--- src/rtl/canny_pkg.sv ---
// Shared constants and FSM encoding for the adaptive Canny threshold controller.
package canny_pkg;

    localparam int MAG_W = 10;

    localparam logic [1:0] CFG_MODE = 2'd0;
    localparam logic [1:0] CFG_LOW  = 2'd1;
    localparam logic [1:0] CFG_HIGH = 2'd2;
    localparam logic [1:0] CFG_GAIN = 2'd3;

    localparam logic [MAG_W-1:0] THR_LOW_DEF   = 10'd50;
    localparam logic [MAG_W-1:0] THR_HIGH_DEF  = 10'd100;
    localparam logic [MAG_W-1:0] THR_FLOOR_DEF = 10'd20;
    localparam logic [5:0]       GAIN_DEF      = 6'd32;

    typedef enum logic [1:0] {
        ST_IDLE,
        ST_SNAP,
        ST_DIV,
        ST_SCALE
    } state_t;

endpackage

--- src/rtl/canny_serial_div.sv ---
// Restoring unsigned divider, one quotient bit per cycle.
// Latency: ACC_W cycles after start; done is high during the final step, quotient valid the cycle after.
// Backpressure: none; start while running restarts the divide.
module canny_serial_div #(
    parameter int ACC_W = 32,
    parameter int CNT_W = 21
) (
    input  logic             clk,
    input  logic             rst_s,
    input  logic             start,
    input  logic [ACC_W-1:0] dividend,
    input  logic [CNT_W-1:0] divisor,
    output logic             done,
    output logic [ACC_W-1:0] quotient
);

    localparam int BW = $clog2(ACC_W);

    logic [CNT_W:0]   rem_q;
    logic [CNT_W-1:0] dvs_q;
    logic [BW-1:0]    bit_q;
    logic             run_q;
    logic [CNT_W:0]   rem_sh;
    logic [CNT_W:0]   diff;
    logic             ge;

    // The dividend is shifted out of the quotient register as quotient bits shift in.
    assign rem_sh = {rem_q[CNT_W-1:0], quotient[ACC_W-1]};
    assign diff   = rem_sh - {1'b0, dvs_q};
    assign ge     = (rem_sh >= {1'b0, dvs_q});
    assign done   = run_q && (bit_q == BW'(ACC_W - 1));

    always_ff @(posedge clk or negedge rst_s) begin
        if (!rst_s) begin
            rem_q    <= '0;
            dvs_q    <= '0;
            bit_q    <= '0;
            run_q    <= 1'b0;
            quotient <= '0;
        end else if (start) begin
            rem_q    <= '0;
            dvs_q    <= divisor;
            bit_q    <= '0;
            run_q    <= 1'b1;
            quotient <= dividend;
        end else if (run_q) begin
            rem_q    <= ge ? diff : rem_sh;
            quotient <= {quotient[ACC_W-2:0], ge};
            bit_q    <= bit_q + BW'(1);
            if (done) begin
                run_q <= 1'b0;
            end
        end
    end

endmodule

--- src/rtl/canny_threshold_ctrl.sv ---
// Per-frame adaptive Canny double-threshold controller; optional stats outputs under CANNY_THR_STATS_EN.
// Latency: new thresholds ready 35 cycles after frame end, committed at next frame start with a thr_valid pulse.
// Backpressure: none; a frame ending while a computation is in flight is discarded.
module canny_threshold_ctrl
    import canny_pkg::*;
#(
    parameter logic [MAG_W-1:0] THR_LOW_RST  = THR_LOW_DEF,
    parameter logic [MAG_W-1:0] THR_HIGH_RST = THR_HIGH_DEF,
    parameter logic [MAG_W-1:0] THR_FLOOR    = THR_FLOOR_DEF,
    parameter logic [5:0]       GAIN_RST     = GAIN_DEF,
    parameter int               ACC_W        = 32,
    parameter int               CNT_W        = 21
) (
    input  logic             clk,
    input  logic             rst_s,
    input  logic             grad_vs,
    input  logic             grad_de,
    input  logic [MAG_W-1:0] grad_mag,
    input  logic             cfg_we,
    input  logic [1:0]       cfg_addr,
    input  logic [15:0]      cfg_wdata,
    output logic [15:0]      cfg_rdata,
    output logic [MAG_W-1:0] thr_low,
    output logic [MAG_W-1:0] thr_high,
    output logic             thr_valid,
    output logic             busy
`ifdef CANNY_THR_STATS_EN
    ,
    output logic [MAG_W-1:0] stat_mean,
    output logic [CNT_W-1:0] stat_pixels
`endif
);

    state_t           state_q, state_d;
    logic             vs_r, vs_rise, vs_fall;
    logic             acc_en, acc_clr, div_start, div_done;
    logic [ACC_W-1:0] acc_sum, quotient;
    logic [CNT_W-1:0] acc_cnt;
    logic [ACC_W:0]   sum_inc;
    logic             mode_q;
    logic [MAG_W-1:0] static_low, static_high, pend_low, pend_high;
    logic [5:0]       gain_q;
    logic [MAG_W-1:0] mean, h_clamp;
    logic [15:0]      prod;
    logic [11:0]      h_raw;

    assign vs_rise = grad_vs & ~vs_r;
    assign vs_fall = ~grad_vs & vs_r;
    assign acc_en  = grad_vs & grad_de;
    assign acc_clr = (state_q == ST_SNAP) || (vs_fall && (state_q != ST_IDLE));
    assign sum_inc = {1'b0, acc_sum} + {{(ACC_W + 1 - MAG_W){1'b0}}, grad_mag};
    assign busy    = (state_q != ST_IDLE);

    always_ff @(posedge clk or negedge rst_s) begin
        if (!rst_s) begin
            vs_r    <= 1'b0;
            acc_sum <= '0;
            acc_cnt <= '0;
        end else begin
            vs_r <= grad_vs;
            // A pixel arriving in the clearing cycle starts the next frame's totals.
            if (acc_clr) begin
                acc_sum <= acc_en ? {{(ACC_W - MAG_W){1'b0}}, grad_mag} : '0;
                acc_cnt <= acc_en ? CNT_W'(1) : '0;
            end else if (acc_en) begin
                acc_sum <= sum_inc[ACC_W] ? '1 : sum_inc[ACC_W-1:0];
                if (!(&acc_cnt)) begin
                    acc_cnt <= acc_cnt + CNT_W'(1);
                end
            end
        end
    end

    always_ff @(posedge clk or negedge rst_s) begin
        if (!rst_s) begin
            state_q <= ST_IDLE;
        end else begin
            state_q <= state_d;
        end
    end

    always_comb begin
        state_d   = state_q;
        div_start = 1'b0;
        case (state_q)
            ST_IDLE:  if (vs_fall) state_d = ST_SNAP;
            ST_SNAP: begin
                if (acc_cnt != '0) begin
                    div_start = 1'b1;
                    state_d   = ST_DIV;
                end else begin
                    state_d = ST_IDLE;
                end
            end
            ST_DIV:   if (div_done) state_d = ST_SCALE;
            ST_SCALE: state_d = ST_IDLE;
            default:  state_d = ST_IDLE;
        endcase
    end

    canny_serial_div #(
        .ACC_W(ACC_W),
        .CNT_W(CNT_W)
    ) u_div (
        .clk      (clk),
        .rst_s    (rst_s),
        .start    (div_start),
        .dividend (acc_sum),
        .divisor  (acc_cnt),
        .done     (div_done),
        .quotient (quotient)
    );

    always_comb begin
        mean  = (|quotient[ACC_W-1:MAG_W]) ? '1 : quotient[MAG_W-1:0];
        prod  = {6'd0, mean} * {10'd0, gain_q};
        h_raw = prod[15:4];
        if (h_raw > 12'd1023) begin
            h_clamp = '1;
        end else if (h_raw < {2'b00, THR_FLOOR}) begin
            h_clamp = THR_FLOOR;
        end else begin
            h_clamp = h_raw[MAG_W-1:0];
        end
    end

    always_ff @(posedge clk or negedge rst_s) begin
        if (!rst_s) begin
            pend_low  <= THR_LOW_RST;
            pend_high <= THR_HIGH_RST;
            thr_low   <= THR_LOW_RST;
            thr_high  <= THR_HIGH_RST;
            thr_valid <= 1'b0;
        end else begin
            if (state_q == ST_SCALE) begin
                pend_high <= h_clamp;
                pend_low  <= h_clamp >> 1;
            end
            thr_valid <= vs_rise;
            if (vs_rise) begin
                if (mode_q) begin
                    thr_low  <= pend_low;
                    thr_high <= pend_high;
                end else begin
                    thr_low  <= (static_low < static_high) ? static_low : static_high;
                    thr_high <= (static_low < static_high) ? static_high : static_low;
                end
            end
        end
    end

    always_ff @(posedge clk or negedge rst_s) begin
        if (!rst_s) begin
            mode_q      <= 1'b0;
            static_low  <= THR_LOW_RST;
            static_high <= THR_HIGH_RST;
            gain_q      <= GAIN_RST;
            cfg_rdata   <= '0;
        end else begin
            if (cfg_we) begin
                case (cfg_addr)
                    CFG_MODE: mode_q      <= cfg_wdata[0];
                    CFG_LOW:  static_low  <= cfg_wdata[MAG_W-1:0];
                    CFG_HIGH: static_high <= cfg_wdata[MAG_W-1:0];
                    default:  gain_q      <= cfg_wdata[5:0];
                endcase
            end
            case (cfg_addr)
                CFG_MODE: cfg_rdata <= {15'd0, mode_q};
                CFG_LOW:  cfg_rdata <= {6'd0, static_low};
                CFG_HIGH: cfg_rdata <= {6'd0, static_high};
                default:  cfg_rdata <= {10'd0, gain_q};
            endcase
        end
    end

`ifdef CANNY_THR_STATS_EN
    logic [CNT_W-1:0] snap_cnt;

    always_ff @(posedge clk or negedge rst_s) begin
        if (!rst_s) begin
            snap_cnt    <= '0;
            stat_mean   <= '0;
            stat_pixels <= '0;
        end else begin
            if (div_start) begin
                snap_cnt <= acc_cnt;
            end
            if (state_q == ST_SCALE) begin
                stat_mean   <= mean;
                stat_pixels <= snap_cnt;
            end
        end
    end
`endif

endmodule

--- config.mk ---
export PLATFORM = sky130hd
export DESIGN_NAME = canny_threshold_ctrl
export DESIGN_NICKNAME = d
export VERILOG_FILES = /design/src/rtl/canny_pkg.sv /design/src/rtl/canny_serial_div.sv /design/src/rtl/canny_threshold_ctrl.sv
export SDC_FILE = /design/constraint.sdc
export NUM_CORES = 1
export LEC_CHECK = 0
export CORE_MARGIN = 1.5
export CORE_UTILIZATION = 34
export CTS_CLUSTER_SIZE = 28
export DETAILED_ROUTE_END_ITERATION = 8
export HOLD_SLACK_MARGIN = 0.12
export PLACE_DENSITY = 0.47
export SLEW_MARGIN = 5
export SYNTH_ARGS = -nofsm -noshare
export SYNTH_HDL_FRONTEND = slang
export SYNTH_SLANG_ARGS = --single-unit
export TNS_END_PERCENT = 50
--- constraint.sdc ---
create_clock -name clk -period 9.3 [get_ports clk]
set_input_delay 1.86 -clock clk [delete_from_list [all_inputs] [get_ports clk]]
set_output_delay 1.86 -clock clk [all_outputs]
set_load 0.03 [all_outputs]
# --- Yosys cells after proc, flatten, opt, wreduce, memory -nomap -nowiden ---
# Index checks and enable logic that the tools add are counted.
word_totals:
  ff_bits: 219
  out_inout_bits: 38
  word_cells: 93
op_classes:
  n_addsub: 4
  mul: 1
  order_cmp: 4
  eq_ne: 9
  muxes: 32
  bitwise: 6
  reduce_logical: 18
op_table:
  columns: ["cell", "n"]
  rows:
  - ["$mux W32", 5]
  - ["$mux W21", 6]
  - ["$mux W10", 8]
  - ["$add A32 B10 Y33", 1]
  - ["$pmux W10 S3", 1]
  - ["$ge A22 B21 Y1", 1]
  - ["$reduce_or A22 Y1", 1]
  - ["$add A21 B1 Y21 const B", 1]
  - ["$reduce_and A21 Y1", 1]
  - ["$reduce_bool A21 Y1", 1]
  - ["$sub A21 B21 Y21", 1]
  - ["$mul A10 B6 Y16", 1]
  - ["$gt A12 B10 Y1 const B", 1]
  - ["$lt A12 B5 Y1 const B", 1]
  - ["$reduce_and A2 Y1", 6]
  - ["$lt A10 B10 Y1", 1]
  - ["$mux W5", 2]
  - ["$pmux W2 S4", 1]
  - ["$eq A2 B2 Y1 const B", 3]
  - ["$mux W1", 6]
  - ["$mux W2", 3]
  - ["$ne A2 B2 Y1 const B", 3]
  - ["$reduce_bool A2 Y1", 3]
  - ["$add A5 B1 Y5 const B", 1]
  - ["8 further kinds", 15]

# --- Logic depth before layout (Yosys ltp) ---
depth:
  word_depth: 6
  ltp_mapped: 21
  mapped_depth_nobuf: 19

# --- Cells and area by module ---
# Synthesis repeated with hierarchy kept, for this count alone.
unflattened:
  cells_unflattened: 1452
  hier_area_um2: 13520.5
modules_own_cells:
  columns: ["mod", "instances", "cells_each", "area_each_um2", "seq_area_each_um2"]
  rows:
  - ["canny_threshold_ctrl", 1, 942, 8826.0, 3123.0]
  - ["canny_serial_div", 1, 510, 4694.5, 2001.9]

# --- Least setup slack after synthesis ---
# OpenSTA, ideal clock, no wires.
synth_path:
  kind: "flip-flop to flip-flop"
  start: "register u_div.quotient[12]"
  end: "register pend_high[4]"
  setup_ns: 0.120
  t_arrival_ns: 5.379
  required_time_ns: 9.180
  slack_ns: 3.801
  path_stages_with_launch: 22
  path_cell_list: "dfrtp_1 -> nor4_1 -> nand4_1 -> or2_2 -> clkbuf_1 -> nor2_1 -> nor2b_1 -> fa_1 -> fa_1 -> inv_1 -> fa_1 -> inv_1 -> ha_1 -> buf_6 -> a21o_4 -> a31o_4 -> a2111oi_4 -> nand3_2 -> a211o_1 -> a31oi_4 -> nand2_2 -> o22a_2"
synth_via:
  elab_chain_cells: 6
  word_cells_on_any_way: 7
  cone_classes: "1 x mul; 2 x order compare; 3 x mux; 1 x reduce/logical"
synth_lines:
  columns: ["item", "line", "source"]
  rows:
  - ["start, declared", "canny_serial_div.sv:14", "output logic [ACC_W-1:0] quotient"]
  - ["start signal, assigned", "canny_serial_div.sv:45", "quotient <= dividend;"]
  - ["start signal, assigned", "canny_serial_div.sv:48", "quotient <= {quotient[ACC_W-2:0], ge};"]
  - ["$reduce_or A22 Y1 (*)", "canny_threshold_ctrl.sv:115", "mean = (|quotient[ACC_W-1:MAG_W]) ? '1 : quotient[MAG_W-1:0];"]
  - ["$mux W10 (*)", "canny_threshold_ctrl.sv:115", null]
  - ["$mul A10 B6 Y16 (*)", "canny_threshold_ctrl.sv:116", "prod = {6'd0, mean} * {10'd0, gain_q};"]
  - ["$lt A12 B5 Y1", "canny_threshold_ctrl.sv:120", "end else if (h_raw < {2'b00, THR_FLOOR}) begin"]
  - ["$mux W10", "canny_threshold_ctrl.sv:120", null]
  - ["$mux W10 (*)", "canny_threshold_ctrl.sv:118", "if (h_raw > 12'd1023) begin"]
  - ["end signal, assigned", "canny_threshold_ctrl.sv:136", "pend_high <= h_clamp;"]
  - ["end, declared", "canny_threshold_ctrl.sv:41", "logic [MAG_W-1:0] static_low, static_high, pend_low, pend_high;"]
# Every way passes the cells marked *; elsewhere a longest branch is shown, timed or not.
# A chain may end at the register's enable or synchronous reset.

# --- Final worst setup path ---
layout_path:
  start: "register u_div.quotient[28]"
  end: "register pend_high[3]"
# The elaborated chain is that of the path after synthesis.

==> run metrics <==
hold buffers post-CTS=0; CTS HTree Levels=1; Row Count=71; Critical Path End Type=flop; #FFs+latches synth=204; critical-path cell list=nor4_1 -> nand4_1 -> or2_2 -> nor2_1 -> nor2b_1 -> fa_1 -> fa_1 -> inv_1 -> fa_1 -> inv_1 -> ha_1 -> a21o_4 -> a31o_4 -> a221oi_1 -> nand2_1 -> o311ai_0 -> nand4_1 -> a21oi_1 -> nor2_1; min-delay worst type=reg2reg; MaxCap Viol Count=0; post-DR wirelength/cell=17.2 um; vias=10100; via count of the first global-routing pass=9930; worst endpoint required time=9.74 ns; most frequent cells after synthesis=188 x dfrtp_1, 126 x nand2_1, 126 x o21ai_0; synthesis-to-finish area growth=14.7%; Compound-Gate Fraction of Synth Area=17.4%; mux cell area share after synthesis=6.65%; status=finished clean; final worst setup slack=2.69 ns; DRC=0; Mapped Cells=1410; fin nets=1570; vias per cell=5.14; Power Density=406 nW/um2; cell with the most instances after synthesis=dfrtp_1; RSZ-0062 raised after global routing=no; Setup-failing EPs final=0; fin cells=1968; Slew Limit Fails=0; GR Overflow Total=0; first-pass GRT wire length=54.5 mm; final non-filler cell area=15100 um2; startpoint types=flop; routability cong.=0.795; Fin. Hold Viols=0; fraction of the mapped netlist area in adder cells=11.5%; RR Endpoint=pend_high[3]$_DFFE_PN0N_; die width=200 um; Worst-Skew Late Latency=0.56 ns; sw frac=44.4%; DR iter-0 viols=446; Yosys top cell by area=dfrtp_1; Hold Path Depth=2; Worst Skew=0.0213 ns; Rel. slew slack=26.9%; cell mode on critical path=fa_1; Inst Count DP=1920; Final Power=6.13 mW; CP Class=reg2reg; r2r setup slk=2.69 ns; Clock Root Buffer=clkbuf_16; CTS tree=built; number of enable flip-flop cells after synthesis=0; Worst Reg-to-Reg Cells=19; YS warnings=0; drt pass-1 iters=4; Leakage=6.65 nW; PortBufs=58; Clock power frac=18.1%; sw power=2.72 mW; die height=200 um; largest family of logic cells by synthesized area=compound AO/OA/AOI/OAI gates; largest net degree at the start of global routing=109; Clock Pin Slew Worst Setup and Hold Paths=0.06 ns; post-route ant nets=0; hpwl dp=23.7 mm; critical path peak fanout=20; Worst Path Arrival=7.05 ns; pre-CTS setup slack=2.51 ns; setup TNS=0 ns; placed cell areas=14200 um2; hold_ws=0.470 ns; Boundary Pins=71; final core utilization=39.8%; total CTS buffers=26; Hold Crit Start=thr_low[9]$_DFFE_PN0P_; Crit-path slowest cell=o311ai_0; slew at the pin closest to its max-slew limit=1.10 ns; synth top area cells=dfrtp_1 36%, ha_1 6.2%, fa_1 5.3%; post-synth top area share=35.7%; Flop pwr share=22.9%; minimum clock period=6.61 ns; Die Area=40000 um2; Post-Synth Simple-Gate Area=16.8%; Pint=3.41 mW; Comb power frac=58.9%; Num Clock Sinks=204; Seq/Total Area, Yosys=38.9%; post-synthesis xor/xnor area fraction=3.39%; initial antenna violation count=0; crit share post-route=71.1%; FF-to-FF Start=u_div.quotient[28]$_DFFE_PN0P_; Total GRT Usage=17.2%; WL final=33.8 mm; Post-synth top flop=dfrtp_1; Hold Path Sink=thr_low[9]$_DFFE_PN0P_; number of diodes=0; postcts setup bufs=0; post-synthesis cell type count=85; VDD IR max=0.239 mV; CTS max path bufs=3; Post-Syn Area=13200 um2; fraction of layout cells with a size suffix above 1=8.92%; Max stage delay on crit path=0.62 ns; # fillers=3822; Avg Inst Size Synth=9.35 um2; Initial Util=34.7%; core footprint=37900 um2; fmax=151 MHz; post-CTS sizing=0; Post-synth ARST share=100%
[cells by family (layout without fill, tap and decap cells)]
kind of cell               Yosys count  after routing
xor gates and xnor gates            51             51
and+or+nand+nor                    448            448
DFF                                204            204
muxes                               82             82
AOI/OAI and AO/OA                  351            351
buffers and inverters              173            215
adders and majority gates          100            100
other                                1              6
[routing by layer]
| metal | vias up | GRT usage, % | wire [um] |
|---|---|---|---|
| met4 | 0 | 3.87 | 477 |
| met1 | 4927 | 24.6 | 16900 |
| met2 | 135 | 27.6 | 15400 |
| li1 | 5019 | - | - |
| met5 | - | 0 | 0 |
| met3 | 34 | 2.13 | 1070 |
[cell usage in the layout, fill, tap and decap left out, types with 19 or more instances in the layout]
master	instances
xnor2_1	25
a211oi_1	32
nand3_1	19
nor2_1	104
ha_1	65
nand2_1	126
inv_1	99
nor3_1	25
o31ai_1	21
fa_1	35
xor2_1	26
clkbuf_16	26
mux2_2	35
nor2b_1	73
a21oi_1	61
o21ai_0	126
clkdlybuf4s50_1	57
mux2i_1	46
dfrtp_1	187
[flip-flops by register name, summed over array words and instances (netlist names), 21 cells and up, named ones only]
name	count
acc_sum	32
u_div.quotient	32
acc_cnt	21
u_div.dvs_q	21
u_div.rem_q	21
[final cells by class]
class,instances,area [um2],area share (%)
clock buffers,37,722,4.78
repair buffers,68,661,4.37
inverters,99,372,2.46
multi-input cells,1038,7380,48.8
clock inverters,11,216,1.43
flip-flops and latches,204,5130,33.9
well taps,511,639,4.23
[power by group through the flow]
stage          registers [mW]  clock network (mW)  logic [mW]
6_report                 1.41                1.11        3.61
5_1_grt                  1.45                1.19        4.08
4_1_cts                  1.41                1.15        3.67
3_5_place_dp             1.42                   0        3.64
3_3_place_gp             1.42                   0        3.61
2_1_floorplan            1.39                   0        2.84
[worst max path at each step]
stage / startpoint / endpoint / slack (ns) / cells past startpoint
detailed placement: u_div.quotient[28]$_DFFE_PN0P_ / pend_high[3]$_DFFE_PN0N_ / 2.51 / 19
global placement: u_div.quotient[28]$_DFFE_PN0P_ / pend_high[3]$_DFFE_PN0N_ / 2.61 / 19
CTS: u_div.quotient[28]$_DFFE_PN0P_ / pend_high[3]$_DFFE_PN0N_ / 2.52 / 19
global route: u_div.quotient[28]$_DFFE_PN0P_ / pend_high[1]$_DFFE_PN0N_ / 2.22 / 19
floorplan: u_div.quotient[12]$_DFFE_PN0P_ / pend_high[4]$_DFFE_PN0N_ / 3.80 / 21
finish: u_div.quotient[28]$_DFFE_PN0P_ / pend_high[3]$_DFFE_PN0N_ / 2.69 / 19
[critical path: cells and delay by family (launching register included)]
kind	cells	cell delay, ns
and+or+nand+nor	8	2.37
adders and majority gates	4	2.00
AOI/OAI and AO/OA	5	1.65
DFF	1	0.40
buffers and inverters	2	0.09
Note: power is estimated with default switching activity, not from simulation.
